==> config.mk <==
export PLATFORM = sky130hd
export DESIGN_NAME = regfile_access_ctrl
export DESIGN_NICKNAME = d
export VERILOG_FILES = /design/src/rtl/regfile_access_ctrl.sv
export SDC_FILE = /design/constraint.sdc
export NUM_CORES = 1
export LEC_CHECK = 0
export BUFFER_PORTS_ARGS = -buffer_cell sky130_fd_sc_hd__buf_4
export CORE_MARGIN = 1
export CORE_UTILIZATION = 37
export DETAILED_ROUTE_END_ITERATION = 12
export SLEW_MARGIN = 30
export SYNTH_ARGS = -nofsm -noshare
export SYNTH_HDL_FRONTEND = slang
export SYNTH_SLANG_ARGS = --single-unit
==> constraint.sdc <==
create_clock -name clk -period 3.05 [get_ports clk]
set_input_delay 0.1525 -clock clk [delete_from_list [all_inputs] [get_ports clk]]
set_output_delay 0.1525 -clock clk [all_outputs]
set_load 0.05 [all_outputs]
==> src/rtl/regfile_access_ctrl.sv <==
// ---------------------------------------------------------------------------
// regfile_access_ctrl
//
// Sequential master for the register file's write port and its debug read
// port. A command is either a single-register write or a full dump. A dump
// walks every register address in ascending order and streams one
// (address, data) pair per word over a valid/ready output channel.
//
// Ports
//   clk, rst              clock (posedge) and asynchronous active-high reset
//   cmd_valid/cmd_ready   command handshake
//   cmd_op                0 = write register, 1 = dump all registers
//   cmd_addr, cmd_data    write target and value
//   rf_wa, rf_wd, rf_we   register file write port (registered)
//   rf_ra, rf_rd          register file debug read port (rf_rd is combinational)
//   out_valid/out_ready   dump word handshake
//   out_addr, out_data    dumped address and value (registered)
//   busy                  high in every state other than IDLE
// ---------------------------------------------------------------------------
module regfile_access_ctrl #(
   parameter int DATA_W = 4,
   parameter int ADDR_N = 3
) (
   input  logic              clk,
   input  logic              rst,
   input  logic              cmd_valid,
   output logic              cmd_ready,
   input  logic              cmd_op,
   input  logic [ADDR_N-1:0] cmd_addr,
   input  logic [DATA_W-1:0] cmd_data,
   output logic [ADDR_N-1:0] rf_wa,
   output logic [DATA_W-1:0] rf_wd,
   output logic              rf_we,
   output logic [ADDR_N-1:0] rf_ra,
   input  logic [DATA_W-1:0] rf_rd,
   output logic              out_valid,
   input  logic              out_ready,
   output logic [ADDR_N-1:0] out_addr,
   output logic [DATA_W-1:0] out_data,
   output logic              busy
);

   typedef enum logic [1:0] {IDLE, WRITE, SCAN, OUT} state_t;

   // The scan index carries one extra bit so that the last-address compare
   // and the increment never wrap inside the index itself.
   localparam logic [ADDR_N:0] LAST_IDX = {1'b0, {ADDR_N{1'b1}}};

   state_t            state_q, state_d;
   logic [ADDR_N:0]   idx_q, idx_d;
   logic [ADDR_N:0]   idxInc;
   logic [ADDR_N-1:0] rfWa_q, rfWa_d;
   logic [DATA_W-1:0] rfWd_q, rfWd_d;
   logic              rfWe_q, rfWe_d;
   logic [ADDR_N-1:0] rfRa_q, rfRa_d;
   logic              outValid_q, outValid_d;
   logic [ADDR_N-1:0] outAddr_q, outAddr_d;
   logic [DATA_W-1:0] outData_q, outData_d;

   assign idxInc = idx_q + 1'b1;

   // State register.
   always_ff @(posedge clk or posedge rst) begin
      if (rst) begin
         state_q <= IDLE;
      end else begin
         state_q <= state_d;
      end
   end

   // Next-state logic. WRITE always lasts one cycle; a dump alternates
   // SCAN (read address settles) and OUT (word waits for the consumer).
   always_comb begin
      state_d = state_q;
      case (state_q)
         IDLE: begin
            if (cmd_valid) begin
               state_d = cmd_op ? SCAN : WRITE;
            end
         end
         WRITE: state_d = IDLE;
         SCAN:  state_d = OUT;
         OUT: begin
            if (out_ready) begin
               state_d = (idx_q == LAST_IDX) ? IDLE : SCAN;
            end
         end
         default: state_d = IDLE;
      endcase
   end

   // Decoded outputs: only the command handshake and busy flag come
   // straight from the state, everything else is registered below.
   always_comb begin
      cmd_ready = (state_q == IDLE);
      busy      = (state_q != IDLE);
   end

   // Datapath next values. rf_we is only ever raised from IDLE, so it can
   // never be high while a dump is reading the register file.
   always_comb begin
      idx_d      = idx_q;
      rfWa_d     = rfWa_q;
      rfWd_d     = rfWd_q;
      rfWe_d     = rfWe_q;
      rfRa_d     = rfRa_q;
      outValid_d = outValid_q;
      outAddr_d  = outAddr_q;
      outData_d  = outData_q;
      case (state_q)
         IDLE: begin
            if (cmd_valid && !cmd_op) begin
               rfWa_d = cmd_addr;
               rfWd_d = cmd_data;
               rfWe_d = 1'b1;
            end else if (cmd_valid && cmd_op) begin
               idx_d  = '0;
               rfRa_d = '0;
            end
         end
         WRITE: begin
            rfWe_d = 1'b0;
         end
         SCAN: begin
            outData_d  = rf_rd;
            outAddr_d  = idx_q[ADDR_N-1:0];
            outValid_d = 1'b1;
         end
         OUT: begin
            if (out_ready) begin
               outValid_d = 1'b0;
               if (idx_q != LAST_IDX) begin
                  idx_d  = idxInc;
                  rfRa_d = idxInc[ADDR_N-1:0];
               end
            end
         end
         default: begin
            rfWe_d     = 1'b0;
            outValid_d = 1'b0;
         end
      endcase
   end

   // Datapath registers; reset abandons any write or partial dump.
   always_ff @(posedge clk or posedge rst) begin
      if (rst) begin
         idx_q      <= '0;
         rfWa_q     <= '0;
         rfWd_q     <= '0;
         rfWe_q     <= 1'b0;
         rfRa_q     <= '0;
         outValid_q <= 1'b0;
         outAddr_q  <= '0;
         outData_q  <= '0;
      end else begin
         idx_q      <= idx_d;
         rfWa_q     <= rfWa_d;
         rfWd_q     <= rfWd_d;
         rfWe_q     <= rfWe_d;
         rfRa_q     <= rfRa_d;
         outValid_q <= outValid_d;
         outAddr_q  <= outAddr_d;
         outData_q  <= outData_d;
      end
   end

   assign rf_wa     = rfWa_q;
   assign rf_wd     = rfWd_q;
   assign rf_we     = rfWe_q;
   assign rf_ra     = rfRa_q;
   assign out_valid = outValid_q;
   assign out_addr  = outAddr_q;
   assign out_data  = outData_q;

endmodule

==> After elaboration in Yosys (flattened, before gate mapping) <==
Index checks and enable logic that the tools add are counted.
{ "classes": {"n_addsub": 1, "n_mul": 0, "div_mod_pow": 0, "n_lt_le_gt_ge": 0, "n_eq_ne": 11, "n_shift": 0, "muxes": 19, "bitwise_logic": 0, "n_reduce_logical": 13} }
{ "ops": {"columns": ["op", "count"], "rows": [
  ["$mux W4", 4],
  ["$mux W3", 4],
  ["$mux W2", 4],
  ["$ne A2 B2 Y1 const B", 4],
  ["$pmux W2 S4", 1],
  ["$pmux W4 S2", 1],
  ["$reduce_and A2 Y1", 4],
  ["$reduce_bool A2 Y1", 4],
  ["$pmux W3 S2", 1],
  ["$reduce_and A5 Y1", 1],
  ["$add A4 B1 Y4 const B", 1],
  ["$eq A2 B2 Y1 const B", 2],
  ["$eq A4 B3 Y1 const B", 1],
  ["$ne A2 B1 Y1 const B", 2],
  ["$ne A4 B3 Y1 const B", 1],
  ["$pmux W1 S2", 2],
  ["$eq A2 B1 Y1 const B", 1],
  ["$logic_and A1 B1 Y1", 2],
  ["$logic_not A2 Y1", 1],
  ["$mux W1", 2],
  ["$logic_not A1 Y1", 1]
]} }
{ "totals": {"regBits": 25, "latchBits": 0, "ram_bits": 0, "romBits": 0, "in_bits": 16, "out_inout_bits": 21, "wordCells": 53, "mem_count": 0} }

==> Depth between registers and ports, before layout <==
{ "depth": {"ltp_word": 4, "mapped_depth": 5} }

==> Least setup slack after synthesis <==
Ideal clock, no wire load.
{ "synth_timing": {"path_type": "register -> register", "startpoint": "register state_q[1]", "endpoint": "register rfWe_q (netlist: rf_we)", "arrival_ns": 1.890, "slack_ns": 1.072, "path_stages_with_launch": 5, "path_buffers": 1, "path_cell_list": "dfrtp_1 > buf_6 > nor2_1 > inv_1 > o21ai_0"} }
{ "synth_via": {"elab_chain_cells": 3, "elab_cells_between_ends": 6} }
{ "synth_rtl": {"columns": ["element", "line", "text"], "rows": [
  ["start: declaration", "49", "state_t state_q, state_d;"],
  ["start signal: assignment", "67", "state_q <= state_d;"],
  ["$logic_not A2 Y1 (*)", null, null],
  ["via cmd_ready", "27", "output logic cmd_ready,"],
  ["$ne A2 B1 Y1 (no line) / $reduce_bool A2 Y1 (equally long branches)", null, null],
  ["$reduce_and A2 Y1 (no line)", null, null],
  ["end signal: assignment", "160", "rfWe_q <= rfWe_d;"],
  ["end: declaration", "54", "logic rfWe_q, rfWe_d;"]
]} }
The timed path passes the listed nets; every way through them passes the cells marked *.
A chain may end at the register's enable or synchronous reset.

==> Final worst setup path <==
{ "layout_timing": {"startpoint": "register state_q[1]", "endpoint": "register outAddr_q[0] (netlist: out_addr[0])"} }
{ "layout_via": {"elab_chain_cells": 1} }
{ "layout_rtl": {"columns": ["element", "line", "text"], "rows": [
  ["$eq A2 B2 Y1", "110", "case (state_q)"],
  ["end signal: assignment", "163", "outAddr_q <= outAddr_d;"],
  ["end: declaration", "57", "logic [ADDR_N-1:0] outAddr_q, outAddr_d;"]
]} }
No other way between the ends.

==> results.ini <==
[synthesis]
synth_area_leaders=dfrtp_1, mux2_2, o21ai_0
ys_seq_area_share_pct=55.7
yosysTopAreaCellShare_pct=55.7
synth_top_area_cell=dfrtp_1
ys_warn_count=0
yosysUniqueCellTypes=24
synth_cells=78
synth.avg_cell_area_um2=12.7
synth_seq_cells=22
synth_nets=95
synth_area_um2=988

[timing]
period_needed_ns=1.64
finalHoldViolCount=0
setup_viol=0
rsz0062_at_grt=no
tightest_slew_ns=0.823
finalSetupTns_ns=0
final_max_slew_viol_count=0
min_period_over_period_pct=53.8
clock.fmax_mhz=609
fin_skew_ns=0.00171
slew_headroom_pct=45.1

[clocking]
cts-resized-gates=0
cts_root_buffer=clkbuf_4
post-cts-setup-buffers=0
htreeDepth=1
cts_buffers=3
cts_buffer_depth=2
cts_tree=done
cts.sinks=22
clock_latency_ns=0.30
clk_pin_slew_ns=0.12
hold_buffers=0

[critical_path]
endpoint_kind=flop
crit_path_max_incr_delay_ns=0.60
arrival_ns=1.84
cp_max_fo=10
cp.required_ns=3.25
worstSetupPathType=flop to flop
worst_r2r_endpoint=out_addr[0]
slowest_stage=nor2b_1
r2r_slack_ns=1.41
r2r-start=state_q[1]
r2r_cells=2
worstSetupStartpointType=flop
crit_chain=nor2b_1 > mux2_2

[placement]
place_congestion=0.763
dp_hpwl_mm=1.32
numPortBuffers=36
placed_cell_area_mm2=0.00124
post-place-cells=137

[finish]
area_growth_pct=29.2
antenna_cells=0
layout.cells.non_filler=141
fin_util_pct=51.1
drive_gt1_share_pct=52.3
finalInstanceArea_mm2=0.00128
nets=129

[routing]
drt-initial-drc-count=10
drc_errors=0
vias=704
routed_via_density=4.99
drt_pass1_iterations=4
drt-wirelength-per-cell_um=12.4
postRouteAntennaNets=0
drt-total-wl_mm=1.75

[hold_path]
hp-class=primary input to async pin

[die]
core_mm2=0.00250
num_rows=18
die_h_um=53.7
initial_utilization_pct=39.5
die_x_um=53.7
io_pins=37
die-area_mm2=0.00288

[global_route]
grt_pass1_wl_mm=2.99
grt_pass1_vias=697
grt_max_degree=23
grt-ovfl-total=0
grtUsageTotal_pct=14.3
antenna_found_initial=0

[job]
cap_viol_max_count=0

[run_status]
status=finished clean

-- worst max path at each step --
stage | start | to | slack (ns) | cells after the start
floorplan | state_q[1] | rf_we | 1.07 | 4
global placement | state_q[1] | out_addr[0] | 1.45 | 2
detailed placement | state_q[1] | out_addr[2] | 1.38 | 2
CTS | state_q[1] | out_addr[2] | 1.37 | 2
global route | state_q[1] | out_addr[2] | 1.22 | 2
finish | state_q[1] | out_addr[0] | 1.41 | 2
-- area by class of cell --
class                      count  area (µm²)
clock buffer                   4        36.3
fill                         234        1220
inverter                       3        11.3
multi-input combinational     46         372
sequential                    22         551
tap                           30        37.5
timing repair buffer          36         270
-- metal layers --
metal | GRT usage (%) | wire length, µm
met1 | 19.6 | 816
met2 | 22.4 | 835
met3 | 2.54 | 78
met4 | 5.26 | 15
met5 | 0 | 0
-- placed cells by master (no fill, tap or decap), types with 2 or more instances in the layout --
cell / count
buf_4: 36
nand2_1: 5
and3_1: 3
o21ai_0: 5
dfrtp_1: 22
nor2_1: 2
mux2_2: 15
o21a_1: 2
inv_1: 3
clkbuf_4: 3
o22ai_1: 3
-- state kept, by name (all words and copies together) (netlist names) --
signal / count
out_addr: 3
rf_wd: 4
out_valid: 1
state_q: 2
rf_wa: 3
out_data: 4
idx_q: 4
rf_we: 1
-- stage by stage --
step,setup WS [ns],hold WS [ns]
floorplan,1.07,0.142
global placement,1.45,0.359
detailed placement,1.38,0.374
CTS,1.37,0.0364
global route,1.22,0.0636
finish,1.41,0.00391
-- synth_stat cells --
cell type and number:
buf_2 1, nand2b_1 1, nor2_1 2, nor2b_1 1, nand3_1 1, inv_1 3
nand3b_1 1, buf_6 2, nand2_1 5, buf_4 3, a21o_1 1, o21a_1 2
clkbuf_2 1, and2_1 1, dfrtp_1 22, a21bo_2 1, o21ai_0 5, ha_1 1
a22o_1 1, and4bb_2 1, nor3_4 1, mux2_2 15, and3_1 3, o22ai_1 3
-- kinds of logic after synthesis --
| kind of cell | share of synthesized area (%) |
|---|---|
| compound gates | 8.61 |
| buf+inv | 6.71 |
| fa+ha+maj | 1.27 |
| mux | 17.1 |
| simple gates | 10.6 |
| flops | 55.7 |
-- worst max-delay path: cells and delay by family (launching register included) --
family / cells / cell delay [ns]
and+or+nand+nor: 1 / 0.60
DFF: 1 / 0.53
muxes: 1 / 0.41
Power is not shown: default switching activity piles up to over one toggle a cycle in this logic, so the estimate is an artifact.
